<file path="src/rtl/sfx_beat_sequencer.sv">
// sfx_beat_sequencer: fixed-priority multi-channel beat sequencer for the
// Pong sound path. One effect plays at a time, and its beat index advances
// every TICK_DIV clocks.
// Optional build macro: SFX_QUEUE_EN adds a pending register that holds
// ignored lower-priority triggers until the current sequence completes.
module sfx_beat_sequencer #(
   parameter int unsigned CHANNELS = 4,
   parameter int unsigned CH_W     = 2,
   parameter int unsigned BEAT_W   = 8,
   parameter int unsigned TICK_DIV = 16,
   parameter int unsigned DIV_W    = 24
) (
   input  logic                       clk,
   input  logic                       reset,
   input  logic [CHANNELS-1:0]        trig,
   input  logic [CHANNELS-1:0]        loop,
   input  logic [CHANNELS*BEAT_W-1:0] len,
   input  logic                       stop,
   output logic [BEAT_W-1:0]          ibeat,
   output logic [CH_W-1:0]            active_ch,
   output logic                       playing,
   output logic                       done
);

   typedef enum logic {S_IDLE, S_PLAY} state_t;

   localparam logic [DIV_W-1:0] DIV_MAX = DIV_W'(TICK_DIV - 1);

   state_t              r_state, w_state_n;
   logic [DIV_W-1:0]    r_div, w_div_n;
   logic [BEAT_W-1:0]   r_ibeat, w_ibeat_n;
   logic [CH_W-1:0]     r_active, w_active_n;
   logic [BEAT_W-1:0]   r_last, w_last_n;
   logic                r_loop, w_loop_n;
   logic                r_done, w_done_n;

   logic                w_trig_any;
   logic [CH_W-1:0]     w_cand;
   logic                w_tick;
   logic                w_at_last;
   logic                w_start;
   logic [CH_W-1:0]     w_start_ch;

`ifdef SFX_QUEUE_EN
   logic [CHANNELS-1:0] r_pend, w_pend_n;
   logic [CH_W-1:0]     w_pend_ch;

   // Lowest-index pending channel.
   always_comb begin
      logic found;
      found     = 1'b0;
      w_pend_ch = '0;
      for (int unsigned i = 0; i < CHANNELS; i++) begin
         if (r_pend[i] && !found) begin
            w_pend_ch = CH_W'(i);
            found     = 1'b1;
         end
      end
   end
`endif

   // Lowest-index trigger is the start candidate.
   always_comb begin
      w_trig_any = 1'b0;
      w_cand     = '0;
      for (int unsigned i = 0; i < CHANNELS; i++) begin
         if (trig[i] && !w_trig_any) begin
            w_cand     = CH_W'(i);
            w_trig_any = 1'b1;
         end
      end
   end

   // Next-state logic: stop, start/preempt/retrigger, completion, beat stepping.
   always_comb begin
      w_state_n  = r_state;
      w_div_n    = r_div;
      w_ibeat_n  = r_ibeat;
      w_active_n = r_active;
      w_last_n   = r_last;
      w_loop_n   = r_loop;
      w_done_n   = 1'b0;
      w_start    = 1'b0;
      w_start_ch = w_cand;
`ifdef SFX_QUEUE_EN
      w_pend_n   = r_pend;
`endif
      w_tick     = (r_state == S_PLAY) && (r_div == DIV_MAX);
      w_at_last  = (r_ibeat == r_last);

      if (stop) begin
         w_state_n = S_IDLE;
         w_ibeat_n = '0;
         w_div_n   = '0;
`ifdef SFX_QUEUE_EN
         w_pend_n  = '0;
`endif
      end else if (r_state == S_IDLE) begin
         if (w_trig_any) w_start = 1'b1;
      end else begin
         if (w_trig_any && (w_cand <= r_active)) begin
            w_start = 1'b1;
         end else if (w_tick && w_at_last && !r_loop) begin
            // A trigger landing on the completion edge wins over done.
            if (w_trig_any) begin
               w_start = 1'b1;
            end
`ifdef SFX_QUEUE_EN
            else if (|r_pend) begin
               w_start              = 1'b1;
               w_start_ch           = w_pend_ch;
               w_pend_n[w_pend_ch]  = 1'b0;
               w_done_n             = 1'b1;
            end
`endif
            else begin
               w_state_n = S_IDLE;
               w_ibeat_n = '0;
               w_div_n   = '0;
               w_done_n  = 1'b1;
            end
         end else begin
`ifdef SFX_QUEUE_EN
            if (w_trig_any) w_pend_n[w_cand] = 1'b1;
`endif
            if (w_tick) begin
               w_div_n   = '0;
               w_ibeat_n = w_at_last ? '0 : r_ibeat + BEAT_W'(1);
            end else begin
               w_div_n   = r_div + DIV_W'(1);
            end
         end
      end

      if (w_start) begin
         w_state_n  = S_PLAY;
         w_active_n = w_start_ch;
         w_last_n   = len[w_start_ch*BEAT_W +: BEAT_W];
         w_loop_n   = loop[w_start_ch];
         w_ibeat_n  = '0;
         w_div_n    = '0;
      end
   end

   // State and datapath registers with asynchronous reset.
   always_ff @(posedge clk or posedge reset) begin
      if (reset) begin
         r_state  <= S_IDLE;
         r_div    <= '0;
         r_ibeat  <= '0;
         r_active <= '0;
         r_last   <= '0;
         r_loop   <= 1'b0;
         r_done   <= 1'b0;
`ifdef SFX_QUEUE_EN
         r_pend   <= '0;
`endif
      end else begin
         r_state  <= w_state_n;
         r_div    <= w_div_n;
         r_ibeat  <= w_ibeat_n;
         r_active <= w_active_n;
         r_last   <= w_last_n;
         r_loop   <= w_loop_n;
         r_done   <= w_done_n;
`ifdef SFX_QUEUE_EN
         r_pend   <= w_pend_n;
`endif
      end
   end

   assign ibeat     = r_ibeat;
   assign active_ch = r_active;
   assign playing   = (r_state == S_PLAY);
   assign done      = r_done;

endmodule
</file>
<file path="config.mk">
export PLATFORM = sky130hd
export DESIGN_NAME = sfx_beat_sequencer
export DESIGN_NICKNAME = d
export VERILOG_FILES = /design/src/rtl/sfx_beat_sequencer.sv
export SDC_FILE = /design/constraint.sdc
export NUM_CORES = 1
export LEC_CHECK = 0
export ABC_AREA = 1
export ABC_CLOCK_PERIOD_IN_PS = 2200
export BUFFER_PORTS_ARGS = -buffer_cell sky130_fd_sc_hd__buf_2
export CAP_MARGIN = 40
export CORE_MARGIN = 4
export CORE_UTILIZATION = 35
export CTS_CLUSTER_DIAMETER = 80
export DETAILED_ROUTE_END_ITERATION = 8
export GPL_TIMING_DRIVEN = 0
export PLACE_DENSITY = 0.65
export SETUP_SLACK_MARGIN = 0.5
export SLEW_MARGIN = 25
export SYNTH_ARGS = -nofsm -noshare
export SYNTH_HDL_FRONTEND = slang
export SYNTH_SLANG_ARGS = --single-unit
export TNS_END_PERCENT = 1
</file>
<file path="constraint.sdc">
create_clock -name clk -period 2.2 [get_ports clk]
set_input_delay 0.44 -clock clk [delete_from_list [all_inputs] [get_ports clk]]
set_output_delay 0.44 -clock clk [all_outputs]
set_load 0.02 [all_outputs]
</file>
# [Word-level counts from Yosys, hierarchy flattened]
# Index checks and enable logic that the tools add are counted.
[word_totals] regBits=45 inputBits=43 out_inout_bits=12
[classes] shift=1 eq_ne=4 add_sub_neg=2 magnitude_cmp=2 reduce_logical=15 muxes=39
[ops] operator="$mux W24" n=7
[ops] operator="$mux W8" n=8
[ops] operator="$shiftx A32 B6 Y8" n=1
[ops] operator="$add A24 B1 Y24 const B" n=1
[ops] operator="$eq A24 B4 Y1 const B" n=1
[ops] operator="$mux W1" n=21
[ops] operator="$add A8 B1 Y8 const B" n=1
[ops] operator="$eq A8 B8 Y1" n=1
[ops] operator="$logic_and A1 B1 Y1" n=7
[ops] operator="$logic_not A1 Y1" n=4
[ops] operator="$mux W2" n=2
[ops] operator="$ne A4 B4 Y1 const B" n=1
[ops] operator="$reduce_and A4 Y1" n=1
[ops] operator="$reduce_bool A4 Y1" n=1
[ops] operator="$lt A2 B3 Y1 const B" n=1
[ops] operator="$ne A3 B3 Y1 const B" n=1
[ops] operator="$reduce_and A3 Y1" n=1
[ops] operator="$reduce_bool A3 Y1" n=1
[ops] operator="$bmux W1 S2" n=1
[ops] operator="$le A2 B2 Y1" n=1

# [Depth between registers and ports, before layout]
[depth] ltp_word=17 depth_mapped=15 ltp_nobuf=11

# [Worst setup path after synthesis]
# OpenSTA, ideal clock, no wires.
[synth_path] kind="input to register" start="in trig[1]" end="reg r_ibeat[0], in the netlist ibeat[0]" arrival_ns=2.429 path_buffers=3 t_required_ns=2.134 setup_slack_ns=-0.296 cell_stages=12 path_cell_list="inv_1 > o21ai_0 > nand2_1 > clkbuf_1 > clkbuf_1 > ha_1 > a211oi_1 > nand2_4 > nand2_4 > clkbuf_1 > nand3_1 > nand2_1"
[synth_via] elab_chain_len=15 elab_cells_between_ends=24 cone_classes="order compare (1); eq/ne (2); mux (12); reduce/logical (9)"
[synth_lines] item="start, declared" line="15" source="input logic [CHANNELS-1:0] trig,"
[synth_lines] item="$logic_and A1 B1 Y1 (*)" line="67" source="if (trig[i] && !w_trig_any) begin"
[synth_lines] item="$mux W1" line="67"
[synth_lines] item="$logic_not A1 Y1" line="67"
[synth_lines] item="$logic_and A1 B1 Y1" line="67"
[synth_lines] item="$mux W1" line="67"
[synth_lines] item="$logic_not A1 Y1" line="67"
[synth_lines] item="$logic_and A1 B1 Y1" line="67"
[synth_lines] item="$mux W2 / $mux W1 (equally long branches)" line="67"
[synth_lines] item="$le A2 B2 Y1 / $mux W1 (equally long branches)" line="101, 99, 105"
[synth_lines] item="$logic_and A1 B1 Y1 / $mux W1 (equally long branches)" line="101, 103"
[synth_lines] item="$mux W1" line="101" source="if (w_trig_any && (w_cand <= r_active)) begin"
[synth_lines] item="$mux W1" line="98" source="end else if (r_state == S_IDLE) begin"
[synth_lines] item="$mux W1" line="91" source="if (stop) begin"
[synth_lines] item="$ne A4 B4 Y1 (no line) (tied with other cells)"
[synth_lines] item="$reduce_and A4 Y1 (no line)"
[synth_lines] item="end signal, assigned" line="161" source="r_ibeat <= w_ibeat_n;"
[synth_lines] item="end, declared" line="31" source="logic [BEAT_W-1:0] r_ibeat, w_ibeat_n;"
# Mark *: on every way between the ends. The rest lies on a longest branch, timed or not.
# A chain may end at the register's enable or synchronous reset.

# [Final worst setup path]
[layout_path] start="in trig[2]" end="reg r_ibeat[4], in the netlist ibeat[4]"
[layout_via] elab_chain_len=12 elab_cells_between_ends=20 cone_classes="order compare (1); eq/ne (2); mux (10); reduce/logical (7)"
[layout_lines] item="$logic_and A1 B1 Y1 (*)" line="67"
[layout_lines] item="$mux W1" line="67"
[layout_lines] item="$logic_not A1 Y1" line="67"
[layout_lines] item="$logic_and A1 B1 Y1" line="67"
[layout_lines] item="$mux W2 / $mux W1 (equally long branches)" line="67"
[layout_lines] item="$le A2 B2 Y1 / $mux W1 (equally long branches)" line="101, 99, 105"
[layout_lines] item="$logic_and A1 B1 Y1 / $mux W1 (equally long branches)" line="101, 103"
[layout_lines] item="$mux W1" line="101"
[layout_lines] item="$mux W1" line="98"
[layout_lines] item="$mux W1" line="91"
[layout_lines] item="$ne A4 B4 Y1 (no line) (tied with other cells)"
[layout_lines] item="$reduce_and A4 Y1 (no line)"
# Marks and branches as above.

==> metrics.txt <==
outcome finished clean; slowest CP cell a211oi_4; area taken by flip-flops and latches 1136 um2; RSZ-0062 raised after global routing true; Top Ports 55; initial antenna violation count 0; crit-path max FO 7; CP max stage delay 0.25 ns; clk slew on worst S/H paths 0.09 ns; Initial Util 35.75%; Post-Route Utilization 47.56%; XOR/XNOR share of the synthesized area 3.022%; Post-Syn Area per Cell 6.301 um2; final-stage net count 690; CTS tree yes; Setup crit end ibeat[4]$_DFFE_PP0P_; Chip Width 107.7 um; Worst Skew 0.009164 ns; Final Hold Fails 0; Area after DPL 3979 um2; synthesis-to-layout area growth 33.02%; setup ws final 0.3131 ns; crit-path cells buf_2 -> o21ai_2 -> nand2_1 -> clkbuf_8 -> clkbuf_16 -> ha_4 -> a211oi_4 -> nand2_4 -> nand2_8 -> buf_8 -> buf_6 -> nand3_2 -> nand2_1; Critical Path AT 2.13 ns; Async S/R FF share, synth 100.0%; number of global-route vias before repair 3,789; total grt overflow 0; CP required 2.45 ns; Power Density 563.0 nW/um2; Main synth FF type dfrtp_1; diode count 0; chip height 107.7 um; area of the multi-input gates 2222 um2; Post-DP HPWL 7464 um; worst-margin pin slew 0.6804 ns; Post-synth EDFFs 0; Routed WL per cell 13.02 um; synth warn 0; H-tree depth 2; clock root buffer clkbuf_8; Routed Antenna Nets 0; worst setup path start trig[2]; DR vias 3,829; Adder-Cell Fraction of Synth Area 1.439%; final setup vio count 0; Placer Congestion 0.9664; largest net degree at the start of global routing 32; Syn Nets 599; Std-Cell Rows 36; Synth cell types 29; Sink Count 45; HP Class input pin to asynchronous set/reset pin; post-synthesis register bit count 45; Top cell by count, worst path nand2_1; maxcap violations 0; Setup Crit Path Kind input pin to flop; Worst Setup End Kind flop; sequential fraction of the synthesis area 32.37%; Leak 2.233 nW; Compound-Gate Fraction of Synth Area 5.324%; fin crit period 1.887 ns; startpoint types input pin; Via-to-Cell Ratio 4.928; largest family of logic cells by synthesized area simple AND/OR/NAND/NOR gates; post-route cell area 4627 um2; CTS max path bufs 2; VDD IR max 0.0003013 V; reg2reg start r_div[17]$_DFFE_PP0P_; first-pass GRT wire length 17,150 um; drt first pass iters 5; Critical R2R Capture r_div[4]$_DFFE_PP0P_; WL final 10,110 um; DR iter-0 viols 230; Slew headroom 54.64%; Worst R2R Path Depth 12; clk_lat worst skew 0.32 ns; cell area after synthesis 3478 um2; Total Power 2.605 mW; die footprint 11,600 um2; cts bufs inserted 5; core box area 9729 um2; fin crit share 85.77%; I/O Buffers 53; Pins Over Slew Limit 0; worst slack at placement -0.2751 ns; f_max 530.0 MHz; setup slack, reg-to-reg 0.34 ns; post-synthesis mux area share 0%; Fillers 1,011; simple logic cell fraction of the synthesized area 49.39%; layout cells sized above 1 27.02%; gr usage total 18.15%; Syn Inst Count 552; DRC viols 0
-- power by group --
group	internal [mW]	total, mW	switching (mW)
clock network	0.370	0.682	0.312
registers	0.907	0.981	0.0740
logic	0.419	0.942	0.523
total	1.70	2.61	0.909
-- timing repair --
item	in CTS	in global routing
pin swaps	21	13
setup buffers	17	9
hold endpoints to repair	0	0
resized for setup	39	29
cloned	3	1
hold buffers	0	0
endpoints found under the setup margin	45	45
-- logic make-up after synthesis --
group,Yosys count
adder cells (fa/ha/maj),4
flip-flops,45
buffers and inverters,70
AO/OA/AOI/OAI,35
XOR/XNOR,12
AND/OR/NAND/NOR,386
-- worst max-delay path, delay by kind of cell --
kind | cells | cell delay [ns]
buffers and inverters | 5 | 0.66
and+or+nand+nor | 5 | 0.45
AOI/OAI and AO/OA | 2 | 0.35
adders and majority gates | 1 | 0.21
-- state kept, by name (all words and copies together) (netlist names) --
register   flops
active_ch      2
done           1
ibeat          8
playing        1
r_div         24
r_last         8
r_loop         1
-- synthesized netlist by cell type, drive strengths merged, types with 2 or more instances --
library cell	count	area share, %
ha	4	1.4
clkbuf	17	1.8
o22ai	6	1.1
dfrtp	45	32
nand4	3	0.54
or2	4	0.72
a21oi	2	0.29
xnor2	4	1.0
nand3	93	15
xor2	8	2.0
o21ai	26	3.7
nand2	163	18
inv	46	5.0
nor3b	3	0.65
nor3	13	1.9
nor2	106	12
buf	6	1.5
-- layer usage --
layer	global-route usage, %	vias to the layer above	part of all wire (%)
li1	-	1945	-
met1	22.57	1741	43
met2	31.62	120	48
met3	2.999	23	5.9
met4	6.402	0	2.5
met5	0	-	0
-- how the worst min path moves through the flow --
stage | depth (start not counted) | to | startpoint
floorplan | 2 | r_loop$_DFFE_PP0N_ | r_loop$_DFFE_PP0N_
global placement | 2 | r_loop$_DFFE_PP0N_ | r_loop$_DFFE_PP0N_
detailed placement | 2 | r_div[1]$_DFFE_PP0P_ | reset
CTS | 2 | r_div[1]$_DFFE_PP0P_ | reset
global route | 2 | done$_DFF_PP0_ | reset
finish | 2 | done$_DFF_PP0_ | reset
-- layout by cell type, fill, tap and decap left out, types with 2 or more instances in the layout --
master	n
buf_12	2
buf_16	2
buf_2	53
buf_4	25
buf_6	8
clkbuf_1	8
clkbuf_16	3
clkbuf_4	2
clkbuf_8	8
dfrtp_1	37
dfrtp_2	8
ha_4	3
inv_1	38
inv_2	8
nand2_1	158
nand2_2	2
nand2_4	2
nand3_1	69
nand3_2	24
nand4_1	3
nor2_1	94
nor2_2	9
nor2_4	2
nor3_1	13
nor3b_1	3
o21ai_0	25
o22ai_1	6
or2_2	4
xnor2_1	4
xor2_1	8
-- metrics by stage --
stage / cells / setup TNS (ns) / hold slack, ns
after floorplan: 552 / 0 / 0.4491
after global placement: 738 / -5.969 / 0.4675
after detailed placement: 739 / -10.04 / 0.4284
after CTS: 767 / 0 / 0.07632
after global routing: 777 / 0 / 0.09487
final: 777 / 0 / 0.07158
-- final cells by class --
cell class | count | share of cell area (%)
plain buffers | 23 | 4.976
multi-input cells | 437 | 48.03
flip-flops and latches | 45 | 24.55
well taps | 133 | 3.597
repair buffers | 84 | 12.44
inverters | 47 | 3.813
clock buffers | 6 | 1.785
clock inverters | 2 | 0.8112
Note: power is estimated with default switching activity, not from simulation.
